$ cat config.mk
export PLATFORM = sky130hd
export DESIGN_NAME = serial_parity_receiver
export DESIGN_NICKNAME = d
export VERILOG_FILES = /design/src/rtl/serial_parity_receiver.sv
export SDC_FILE = /design/constraint.sdc
export NUM_CORES = 1
export LEC_CHECK = 0
export BUFFER_PORTS_ARGS = -buffer_cell sky130_fd_sc_hd__buf_2
export CAP_MARGIN = 40
export CORE_AREA = 2 2 58 60
export CTS_CLUSTER_DIAMETER = 60
export CTS_CLUSTER_SIZE = 10
export DETAILED_ROUTE_END_ITERATION = 16
export DIE_AREA = 0 0 60 62
export PLACE_DENSITY = 0.75
export SYNTH_ARGS = -nofsm -noshare
export SYNTH_HDL_FRONTEND = slang
export SYNTH_SLANG_ARGS = --single-unit
$ cat constraint.sdc
create_clock -name clk -period 1.26 [get_ports clk]
set_input_delay 0.252 -clock clk [delete_from_list [all_inputs] [get_ports clk]]
set_output_delay 0.252 -clock clk [all_outputs]
set_load 0.05 [all_outputs]
$ cat src/rtl/serial_parity_receiver.sv
// rtl/serial_parity_receiver.sv - serial frame deserialiser with XOR parity check and valid/ready output (optional SERIAL_PARITY_RECEIVER_ERRCNT_EN error counter)
module serial_parity_receiver #(
    parameter int DATA_W     = 8,
    parameter bit ODD_PARITY = 1'b0
) (
    input  logic              clk,
    input  logic              rst_n,
    input  logic              sdi,
    input  logic              sdi_valid,
    input  logic              sof,
    output logic [DATA_W-1:0] dout,
    output logic              dout_valid,
    input  logic              dout_ready,
    output logic              parity_err,
    output logic              overrun,
    output logic              busy,
    output logic [7:0]        err_cnt
);

    localparam int CNT_W = $clog2(DATA_W) + 1;

    localparam logic [1:0] ST_IDLE   = 2'd0;
    localparam logic [1:0] ST_DATA   = 2'd1;
    localparam logic [1:0] ST_PARITY = 2'd2;

    localparam logic [CNT_W-1:0] LAST_IDX = CNT_W'(DATA_W - 1);

    logic [1:0]        state;
    logic [1:0]        state_nxt;
    logic [CNT_W-1:0]  cnt;
    logic [CNT_W-1:0]  cnt_nxt;
    logic [DATA_W-1:0] shreg;
    logic [DATA_W-1:0] shreg_nxt;
    logic              start;
    logic              frame_done;
    logic              exp_parity;
    logic              err_now;
    logic [DATA_W-1:0] first_word;
    logic [DATA_W-1:0] bit_word;

    // A start beat is only meaningful when it is qualified by sdi_valid.
    assign start      = sdi_valid & sof;
    assign first_word = {{(DATA_W-1){1'b0}}, sdi};
    assign bit_word   = sdi ? (DATA_W'(1) << cnt) : '0;
    assign exp_parity = (^shreg) ^ ODD_PARITY;
    assign err_now    = sdi ^ exp_parity;

    // Next-state, counter and shift-register update for the frame FSM.
    always_comb begin
        state_nxt  = state;
        cnt_nxt    = cnt;
        shreg_nxt  = shreg;
        frame_done = 1'b0;
        case (state)
            ST_IDLE: begin
                if (start) begin
                    state_nxt = ST_DATA;
                    cnt_nxt   = CNT_W'(1);
                    shreg_nxt = first_word;
                end
            end
            ST_DATA: begin
                if (start) begin
                    // Restart: drop the partial frame, this beat is bit 0.
                    state_nxt = ST_DATA;
                    cnt_nxt   = CNT_W'(1);
                    shreg_nxt = first_word;
                end else if (sdi_valid) begin
                    // Target bit is still zero since the frame start cleared it.
                    shreg_nxt = shreg | bit_word;
                    cnt_nxt   = cnt + CNT_W'(1);
                    if (cnt == LAST_IDX) begin
                        state_nxt = ST_PARITY;
                    end
                end
            end
            ST_PARITY: begin
                if (start) begin
                    state_nxt = ST_DATA;
                    cnt_nxt   = CNT_W'(1);
                    shreg_nxt = first_word;
                end else if (sdi_valid) begin
                    frame_done = 1'b1;
                    state_nxt  = ST_IDLE;
                    cnt_nxt    = '0;
                    shreg_nxt  = '0;
                end
            end
            default: begin
                state_nxt = ST_IDLE;
                cnt_nxt   = '0;
                shreg_nxt = '0;
            end
        endcase
    end

    // Frame FSM state registers; busy is registered alongside the state.
    always_ff @(posedge clk) begin
        if (!rst_n) begin
            state <= ST_IDLE;
            cnt   <= '0;
            shreg <= '0;
            busy  <= 1'b0;
        end else begin
            state <= state_nxt;
            cnt   <= cnt_nxt;
            shreg <= shreg_nxt;
            busy  <= (state_nxt != ST_IDLE);
        end
    end

    // Output holding register with valid/ready handshake and overrun tracking.
    always_ff @(posedge clk) begin
        if (!rst_n) begin
            dout       <= '0;
            dout_valid <= 1'b0;
            parity_err <= 1'b0;
            overrun    <= 1'b0;
        end else if (frame_done) begin
            // A pending word not taken this cycle is lost to the new one.
            dout       <= shreg;
            parity_err <= err_now;
            dout_valid <= 1'b1;
            overrun    <= dout_valid & ~dout_ready;
        end else if (dout_valid && dout_ready) begin
            dout_valid <= 1'b0;
            overrun    <= 1'b0;
        end
    end

`ifdef SERIAL_PARITY_RECEIVER_ERRCNT_EN
    logic [7:0] err_cnt_q;

    // Saturating count of completed frames whose parity check failed.
    always_ff @(posedge clk) begin
        if (!rst_n) begin
            err_cnt_q <= 8'd0;
        end else if (frame_done && err_now && (err_cnt_q != 8'hFF)) begin
            err_cnt_q <= err_cnt_q + 8'd1;
        end
    end

    assign err_cnt = err_cnt_q;
`else
    assign err_cnt = 8'd0;
`endif

endmodule
Yosys cells after proc, flatten, opt, wreduce, memory -nomap -nowiden
Cells that the tools add are included.

$add $sub $neg: 1. Bitwise gates (word level): 5. Reductions and logical operators: 6. $mul: 0. Multiplexer cells: 26. Shift-type cells: 1. Order comparisons: 0. Eq/ne operators: 6. Divide/modulo/power cells: 0.

Operators by type and width (number): 8-bit two-way mux (6); 8-bit case mux with 3 select lines (1); 4-bit two-way mux (5); 2-bit two-way mux (6); 4-bit case mux with 3 select lines (1); 8-bit bitwise OR (1); 8-bit parity (1); 1-bit by 4-bit left shift with 8-bit output (first input constant) (1); 1-bit two-way mux (6); 3-bit != test (second input constant) (2); 2-bit case mux with 3 select lines (1); 4-bit by 1-bit adder with 4-bit output (second input constant) (1); 4-bit by 3-bit equality test with 1-bit output (second input constant) (1); 2-bit nonzero test (2); 3-bit AND reduction (1); 1-bit AND (2); 2-bit by 1-bit equality test with 1-bit output (second input constant) (1); 2-bit equality test (second input constant) (1); 2-bit logical NOT (1); 2-bit != test (second input constant) (1); 1-bit logical AND (1); 1-bit inverter (1); 1-bit XOR (1).

Memory bits (writable): 0. Flip-flop bits (word level): 26. Latch bits: 0. ROM bits: 0. Memories kept: 0. Word-level logic and storage cells: 53. Output and inout port bits: 20. Bits of input ports: 6.

Longest topological paths before layout
Word-level depth: 6. Gate-level depth with buffers: 6.

Worst setup path before layout
Ideal clock, no wire load.

Kind: register -> register. Start point: reg shreg[0]. End point: reg parity_err. Clock period less this slack: 1.282 ns. Setup time: 0.120 ns. Slack: -0.022 ns. Arrival time: 1.163 ns. Stages on the path, launching flop included: 4. Path through: dfxtp_1 xor2_1 xnor3_1 a211o_1.

Longest elaborated chain between the ends: 2.

Ends and longest elaborated chain: start, declared (line 32) `logic [DATA_W-1:0] shreg;`; start signal, assigned (line 107) `shreg <= shreg_nxt;`; 8-bit parity (line 45) `assign exp_parity = (^shreg) ^ ODD_PARITY;`; 1-bit XOR (line 46) `assign err_now = sdi ^ exp_parity;`; end signal, assigned (line 122) `parity_err <= err_now;`; end, declared (line 14) `output logic parity_err,`.

No other way between the ends. A chain may end at the register's enable or synchronous reset.

Worst setup path after layout
Ends and elaborated chain as after synthesis.

==> flow_summary.toml <==
[run]
max-cap-violations = 0

[setup_path]
cp_data_arrival_time_ns = 1.58
slowest_delay_ns = 0.44
endpoint = "parity_err"
crit_required_ns = 1.50
crit_path_cell_trace = "xor2_1 > xnor3_1 > a211o_1"
crit_type = "reg -> reg"
startpoint = "shreg[0]"
start_kind = "flop"
r2r-end = "parity_err"
slowest_stage = "xnor3_1"
r2r_cells = 3
r2r-start = "shreg[0]"
crit_fanout = 2
end_kind = "flop"
r2r_slack_ns = -0.08

[layout]
synthToLayoutAreaGrowth_pct = 25.2
antennaDiodeCount = 0
final_cell_mix = "buf_4 (26), nand2_1 (25), dfxtp_1 (20), buf_2 (16), nor2_1 (13)"
drive_gt1_frac = 0.344
final_util = 0.518
layout_commonest_cell = "buf_4"
fin_area_mm2 = 0.00165
fillers = 303
final_nets = 202

[clock_tree]
ctsHoldBuffers = 0
clockBufferDepth = 2
cts_tree = "done"
cts_buffers = 3
cts.sinks = 26
htree_levels = 1
path_clk_slew_ns = 0.15
root_buffer = "clkbuf_4"
clock_latency_ns = 0.33

[die]
rows = 21
initial_core_util = 0.413
core_mm2 = 0.00318
die_h_um = 62
die_width_um = 60
dieArea_mm2 = 0.00372
ios = 26

[yosys]
ys_seq_elements = 26
synth-main-ff-cell = "dfxtp_1"
synth_area_leaders = "dfxtp_1 (40%), nand2_1 (7.1%), buf_4 (6.3%), ha_1 (5.7%), a21boi_1 (4.6%)"
yosysTopAreaCell = "dfxtp_1"
syn_area_per_cell_um2 = 8.82
synth_top_area_frac = 0.396
synth-edff-count = 0
synth_cells = 149
synth.cell_area_mm2 = 0.00131
ys_seq_area_frac = 0.396
synth.distinct_cells = 36
yosysWarnings = 0
async_flop_share = 0

[grt]
grt_pass1_wl_mm = 3.86
grt_overflow = 0
grtUsageTotal = 0.138
antenna_found_initial = 0
grt_max_degree = 15
first_global_vias = 917

[timing]
skew_ns = 0.0132
slew_viol_final = 0
rsz0062_at_grt = "yes"
max_freq_mhz = 745
setup_viol = 1
period_minus_slack_ns = 1.34
period_share = 1.07
hold_viol_final = 0
worst_slack_ns = -0.0823

[routing]
first_pass_iters = 4
drt-wirelength-per-cell_um = 10.6
dr_total_vias = 1099
antenna_left = 0
viasPerCell = 4.68
wl_mm = 2.49
post-route-drc-count = 0
drt_iter0_drc = 54

[pwr]
p_leak_nw = 0.763
ir_drop_mv = 0.366
power_mw = 1.53
power.density_mw_per_mm2 = 933

[place]
io_buffers = 17
place_area_mm2 = 0.00159
place_congestion = 0.768
hpwl_mm = 2.03
dp_slack_ns = -0.0711

[run_status]
outcome = "finished with violations"
violations = "setup timing"

[min_path]
whs_path_depth = 2
hold_path.class = "in -> reg"
-- sequential cells by signal, indices dropped and copies added, names as in the netlist --
| name | count |
|---|---|
| parity_err | 1 |
| dout_valid | 1 |
| dout | 8 |
| overrun | 1 |
| cnt | 4 |
| busy | 1 |
| shreg | 8 |
| state | 2 |
-- critical path: cells and delay by family, from the launching register on --
family | cells | cell delay [ns]
XOR/XNOR | 2 | 0.60
flip-flops | 1 | 0.38
AO/OA/AOI/OAI | 1 | 0.27
-- stage by stage --
step | hold slack [ns] | TNS, ns | cells
6_report | 0.106 | -0.0823 | 235
5_1_grt | 0.0991 | -0.200 | 235
4_1_cts | 0.101 | -0.0783 | 235
3_5_place_dp | 0.443 | -0.114 | 232
3_3_place_gp | 0.437 | -0.0585 | 232
2_1_floorplan | 0.351 | 0 | 156
-- cells in the mapped netlist (all sizes together), types with 2 or more instances --
library cell and instances:
nand2 25, a21oi 9, dfxtp 26, a211oi 2
inv 3, buf 12, clkbuf 2, xnor2 4
a21boi 8, nor3 2, nand3 4, xor2 2
ha 6, and3 2, o21a 2, a31oi 6
nor2b 2, o21ai 5, nor2 14
-- final cells by class --
cell class / count / area (um2) / share of cell area
clock buffer: 4 / 36.3 / 0.0221
inverter: 3 / 11.3 / 0.00684
multi-input combinational: 113 / 729 / 0.443
sequential: 26 / 528 / 0.321
tap: 46 / 57.6 / 0.0350
timing repair buffer: 43 / 283 / 0.172
-- metal layers --
layer / track usage / routed length, um / up-vias
met5: 0 / 0 / -
met4: 0.0762 / 72 / 0
met3: 0.0207 / 72 / 6
met2: 0.234 / 1170 / 28
met1: 0.169 / 1170 / 492
li1: - / - / 573
-- timing repair --
| action | 4_1_cts | 5_1_grt |
|---|---|---|
| buffers inserted | 0 | 0 |
| gates resized for setup | 5 | 8 |
| endpoints found under the hold margin | 0 | 0 |
| pin swaps | 3 | 3 |
| setup endpoints to repair | 10 | 8 |
-- power by group --
| part | internal, mW | switching [mW] |
|---|---|---|
| combinational | 0.104 | 0.151 |
| sequential | 0.839 | 0.0143 |
| clock | 0.177 | 0.250 |
-- how the worst min path moves through the flow --
| stage | startpoint | slack (ns) | to |
|---|---|---|---|
| 3_3_place_gp | dout[2] | 0.44 | dout[2] |
| 2_1_floorplan | dout_ready | 0.35 | overrun |
| 3_5_place_dp | dout[3] | 0.44 | dout[3] |
| 4_1_cts | dout_ready | 0.10 | overrun |
| 5_1_grt | dout_ready | 0.1 | overrun |
| 6_report | dout_ready | 0.11 | overrun |
-- logic make-up after synthesis --
kind of cell    after synthesis  share of synthesized area
flops                        26                      0.396
compound gates               34                      0.166
xor+xnor                      7                     0.0571
other cells                   1                    0.00285
fa+ha+maj                     6                     0.0571
buf+inv                      17                     0.0810
simple gates                 58                      0.240
Note: power is estimated with default switching activity, not from simulation.
